[config.mk]
export PLATFORM = sky130hd
export DESIGN_NAME = instr_loader
export DESIGN_NICKNAME = d
export VERILOG_FILES = /design/src/rtl/instr_loader.sv
export SDC_FILE = /design/constraint.sdc
export NUM_CORES = 1
export LEC_CHECK = 0
export CAP_MARGIN = 40
export CORE_ASPECT_RATIO = 1.5
export CORE_MARGIN = 2
export CORE_UTILIZATION = 59
export DETAILED_ROUTE_END_ITERATION = 10
export GPL_TIMING_DRIVEN = 1
export HOLD_SLACK_MARGIN = 0.02
export PLACE_DENSITY = 0.83
export SLEW_MARGIN = 0
export SYNTH_ARGS = -nofsm -noshare
export SYNTH_HDL_FRONTEND = slang
export SYNTH_SLANG_ARGS = --single-unit
[constraint.sdc]
create_clock -name clk -period 2.6 [get_ports clk]
set_input_delay 0.26 -clock clk [delete_from_list [all_inputs] [get_ports clk]]
set_output_delay 0.26 -clock clk [all_outputs]
set_load 0.01 [all_outputs]
[src/rtl/instr_loader.sv]
// Boot-time program loader: assembles a big-endian byte stream into 32-bit words,
// writes them to instruction memory, verifies a trailing XOR checksum and releases the CPU.
module instr_loader #(
    parameter int unsigned ADDR_WIDTH = 8
) (
    input  logic                  clk,
    input  logic                  rst,
    input  logic                  in_valid,
    input  logic [7:0]            in_data,
    output logic                  in_ready,
    output logic                  mem_we,
    output logic [ADDR_WIDTH-1:0] mem_addr,
    output logic [31:0]           mem_wdata,
    output logic                  cpu_hold,
    output logic                  done,
    output logic                  error
);

    localparam int unsigned Depth = 2 ** ADDR_WIDTH;

    typedef enum logic [2:0] {
        StHdr0,
        StHdr1,
        StData,
        StCsum,
        StDone,
        StError
    } loadState_e;

    loadState_e            stateQ, stateD;
    logic [15:0]           countQ, countD;
    logic [31:0]           asmQ, asmD;
    logic [7:0]            xorQ, xorD;
    logic [1:0]            byteIdxQ, byteIdxD;
    logic [ADDR_WIDTH:0]   wordCntQ, wordCntD;
    logic                  memWeQ, memWeD;
    logic [ADDR_WIDTH-1:0] memAddrQ, memAddrD;
    logic [31:0]           memWdataQ, memWdataD;

    logic        accept;
    logic [31:0] asmNext;
    logic [31:0] headerCount;
    logic [31:0] wordsIssued;

    assign in_ready  = (stateQ != StDone) && (stateQ != StError);
    assign accept    = in_valid && in_ready;
    assign cpu_hold  = (stateQ != StDone);
    assign done      = (stateQ == StDone);
    assign error     = (stateQ == StError);
    assign mem_we    = memWeQ;
    assign mem_addr  = memAddrQ;
    assign mem_wdata = memWdataQ;

    assign asmNext     = {asmQ[23:0], in_data};
    assign headerCount = {16'd0, countQ[15:8], in_data};
    // Words written once the current write issues; compared against N to leave DATA.
    assign wordsIssued = 32'(wordCntQ) + 32'd1;

    always_comb begin
        stateD    = stateQ;
        countD    = countQ;
        asmD      = asmQ;
        xorD      = xorQ;
        byteIdxD  = byteIdxQ;
        wordCntD  = wordCntQ;
        memWeD    = 1'b0;
        memAddrD  = memAddrQ;
        memWdataD = memWdataQ;

        case (stateQ)
            StHdr0: begin
                if (accept) begin
                    countD[15:8] = in_data;
                    xorD         = xorQ ^ in_data;
                    stateD       = StHdr1;
                end
            end
            StHdr1: begin
                if (accept) begin
                    countD[7:0] = in_data;
                    xorD        = xorQ ^ in_data;
                    if (headerCount > Depth) begin
                        stateD = StError;
                    end else if (headerCount == 32'd0) begin
                        stateD = StCsum;
                    end else begin
                        stateD = StData;
                    end
                end
            end
            StData: begin
                if (accept) begin
                    asmD     = asmNext;
                    xorD     = xorQ ^ in_data;
                    byteIdxD = byteIdxQ + 2'd1;
                    if (byteIdxQ == 2'd3) begin
                        memWeD    = 1'b1;
                        memAddrD  = wordCntQ[ADDR_WIDTH-1:0];
                        memWdataD = asmNext;
                        wordCntD  = wordCntQ + 1'b1;
                        if (wordsIssued == 32'(countQ)) begin
                            stateD = StCsum;
                        end
                    end
                end
            end
            StCsum: begin
                if (accept) begin
                    stateD = (in_data == xorQ) ? StDone : StError;
                end
            end
            default: begin
                // DONE and ERROR are terminal; only reset leaves them.
                stateD = stateQ;
            end
        endcase
    end

    always_ff @(posedge clk or negedge rst) begin
        if (!rst) begin
            stateQ    <= StHdr0;
            countQ    <= '0;
            asmQ      <= '0;
            xorQ      <= '0;
            byteIdxQ  <= '0;
            wordCntQ  <= '0;
            memWeQ    <= 1'b0;
            memAddrQ  <= '0;
            memWdataQ <= '0;
        end else begin
            stateQ    <= stateD;
            countQ    <= countD;
            asmQ      <= asmD;
            xorQ      <= xorD;
            byteIdxQ  <= byteIdxD;
            wordCntQ  <= wordCntD;
            memWeQ    <= memWeD;
            memAddrQ  <= memAddrD;
            memWdataQ <= memWdataD;
        end
    end

endmodule

==> metrics.txt <==
via count=2677; PD cells=859 nW/um^2; io pins=56; area occupied by multi-input gates=1700 sq um; input/output buffers=55; CTS clock-pin slew for the worst setup and hold paths=90 ps; register area share after synthesis=0.593; clk sinks=103; FILL cells=492; first-pass GRT wire length=13300 um; global route overflow=0; top_reg_cell synth=dfrtp_1; H-tree levels=3; area leader, netlist=dfrtp_1; Worst Reg-to-Reg Cells=6; area delta synth->final=21.2%; crit path to=done; CP cell instances=nand2b_1 > nand2b_1 > inv_1 > clkdlybuf4s50_1; worst-margin pin slew=709 ps; Tcrit/Tclk final=0.791; initial antenna violation count=0; RSZ-0062 raised after global routing=no; chip width=74.1 um; CP max stage delay=520 ps; Crit. End Element=output pin; CP Max Fanout=8; Worst path top cell family by delay=buffers and inverters; Inserted Diodes=0; core area=7180 sq um; Slew Viols, Final=0; DR WL/cell=16.8 um; EDFF count, synth=0; Crit path depth=4; pin count of the biggest net entering global routing=54; crit path DAT=1800 ps; top-count cell post-synth=dfrtp_1; share of layout cells above drive strength 1=0.300; Netlist Area Pre-Place=4350 sq um; CTS tree=yes; syn nets=326; CTS Root Cell=clkbuf_8; Via-to-Cell Ratio=5.54; LEAKAGE=0.00240 uW; Worst R2R Setup Slack=590 ps; Syn Area/Cell=13.9 sq um; count of final hold-check violations=0; ANT nets after route=0; Setup CP Type=reg -> out; Max-slew headroom=0.525; R2R Path Start=wordCntQ[2]$_DFFE_PN0P_; #FFs+latches synth=103; die area=8080 sq um; DRT Wirelength=8120 um; post_cts resized=0; worst path bufs/invs=2; CP startpoint kind=flip-flop; setup total negative slack=0 ps; crit path max-delay cell type=clkdlybuf4s50_1; Commonest cells post-synth=103 x dfrtp_1, 81 x mux2_2, 20 x nand2_1, 19 x xnor2_1, 15 x xor2_1; Final Total Pwr=4520 uW; skew final=8.01 ps; largest cells by area after synthesis=dfrtp_1 59%, mux2_2 21%, xnor2_1 3.8%, xor2_1 3.0%, nand2_1 1.7%; max-cap check violation count=0; worst skew pair latency=370 ps; Post-CTS Hold Buffers=1; vias in the first global route=2736; run status=completed; Max VDD drop=0.624 mV; Starting Density=0.605; post-synth top area share=0.593; row count=38; hpwl dp=5570 um; worst hold path type=in -> async; Worst path most repeated cell=nand2b_1; Tot GR Track Use=0.223; synthesis warning total=0; ys async rst share=1.00; Die Height=109 um; total DRC errors in the routed layout=0; Critical R2R Capture=stateQ[0]$_DFFE_PN0P_; GP Congestion=0.899; drt first-iter violations=205; Period minus WS final=2060 ps; fmax=486 MHz; Critical Path Start=stateQ[1]$_DFFE_PN0P_; Syn Inst Count=313; final layout net count=391; required time of the critical path=2340 ps; postcts setup bufs=0; Storage cell area=2580 sq um; DRT Pass-1 Iters=4; clk buf depth=2; synth unique cells=38; CTS buffer count=9; final setup fails=0
## where the power goes
| group | switching, uW | internal, uW |
|---|---|---|
| Clock | 529 | 470 |
| Sequential | 363 | 2040 |
| Combinational | 440 | 679 |
| Total | 1330 | 3190 |
## through the flow
stage	area [sq um]	hold slack (ps)	util	std cells	setup WS [ps]
floorplan	4350	-35.6	-	313	870
global placement	5060	340	0.705	466	500
detailed placement	5060	351	0.705	466	440
CTS	5270	497	0.734	483	532
global route	5270	502	0.734	483	370
finish	5270	469	0.734	483	543
## flip-flops by register name, indices dropped and copies added, names as in the netlist
name,flops
mem_wdata,32
asmQ,24
mem_we,1
stateQ,3
countQ,16
mem_addr,8
wordCntQ,9
xorQ,8
byteIdxQ,2
## area by class of cell
class / instances / share of cell area
clock buffer: 11 / 0.0268
clock inverter: 5 / 0.0109
inverter: 4 / 0.00285
multi-input combinational: 195 / 0.323
sequential: 103 / 0.489
tap: 100 / 0.0237
timing repair buffer: 65 / 0.123
## worst reg2reg max path, cell delays in order, from the launching register on
cell      delay (ps)
dfrtp_1          560
nand3_4          200
or4b_1           500
o211ai_1         100
a21o_1           150
a41oi_1          140
nor4_2           280
## routing by layer
layer | vias to the layer above | wire, um | part of all wire | track usage
met1 | 1374 | 3500 | 0.43 | 0.294
met3 | 12 | 284 | 0.035 | 0.0397
met4 | 0 | 166 | 0.020 | 0.109
met5 | - | 0 | 0 | 0
met2 | 62 | 4170 | 0.51 | 0.353
li1 | 1229 | - | - | -
## layout by cell type (no fill, tap or decap), types with 2 or more instances in the layout
cell and count:
a211oi_1 2, a21oi_1 2, buf_12 2, buf_4 8
clkbuf_8 10, clkdlybuf4s50_1 54, clkinvlp_4 3, dfrtp_1 103
ha_1 2, inv_1 4, mux2_2 81, nand2_1 19
nand2b_1 4, nand3_1 4, nor2_1 5, nor3_1 5
nor4_1 11, o21ai_0 3, or2_2 2, xnor2_1 19
xor2_1 15
## how the worst min path moves through the flow
stage | slack (ps) | cells after the start | end | start
6_report | 470 | 2 | byteIdxQ[0]$_DFFE_PN0P_ | rst
3_3_place_gp | 340 | 1 | mem_addr[4]$_DFFE_PN0P_ | rst
2_1_floorplan | -40 | 0 | asmQ[0]$_DFFE_PN0P_ | rst
4_1_cts | 500 | 2 | byteIdxQ[0]$_DFFE_PN0P_ | rst
5_1_grt | 500 | 1 | xorQ[6]$_DFFE_PN0P_ | xorQ[6]$_DFFE_PN0P_
3_5_place_dp | 350 | 1 | mem_wdata[31]$_DFFE_PN0P_ | rst
## cells by family (layout without fill, tap and decap cells)
group | Yosys count | count (layout) | synth area share
compound gates | 15 | 15 | 0.0242
xor+xnor | 34 | 34 | 0.0685
fa+ha+maj | 2 | 2 | 0.00576
buf+inv | 15 | 85 | 0.0158
flops | 103 | 103 | 0.593
mux | 82 | 82 | 0.212
simple gates | 62 | 62 | 0.0803
(Power assumes the default switching activity.)
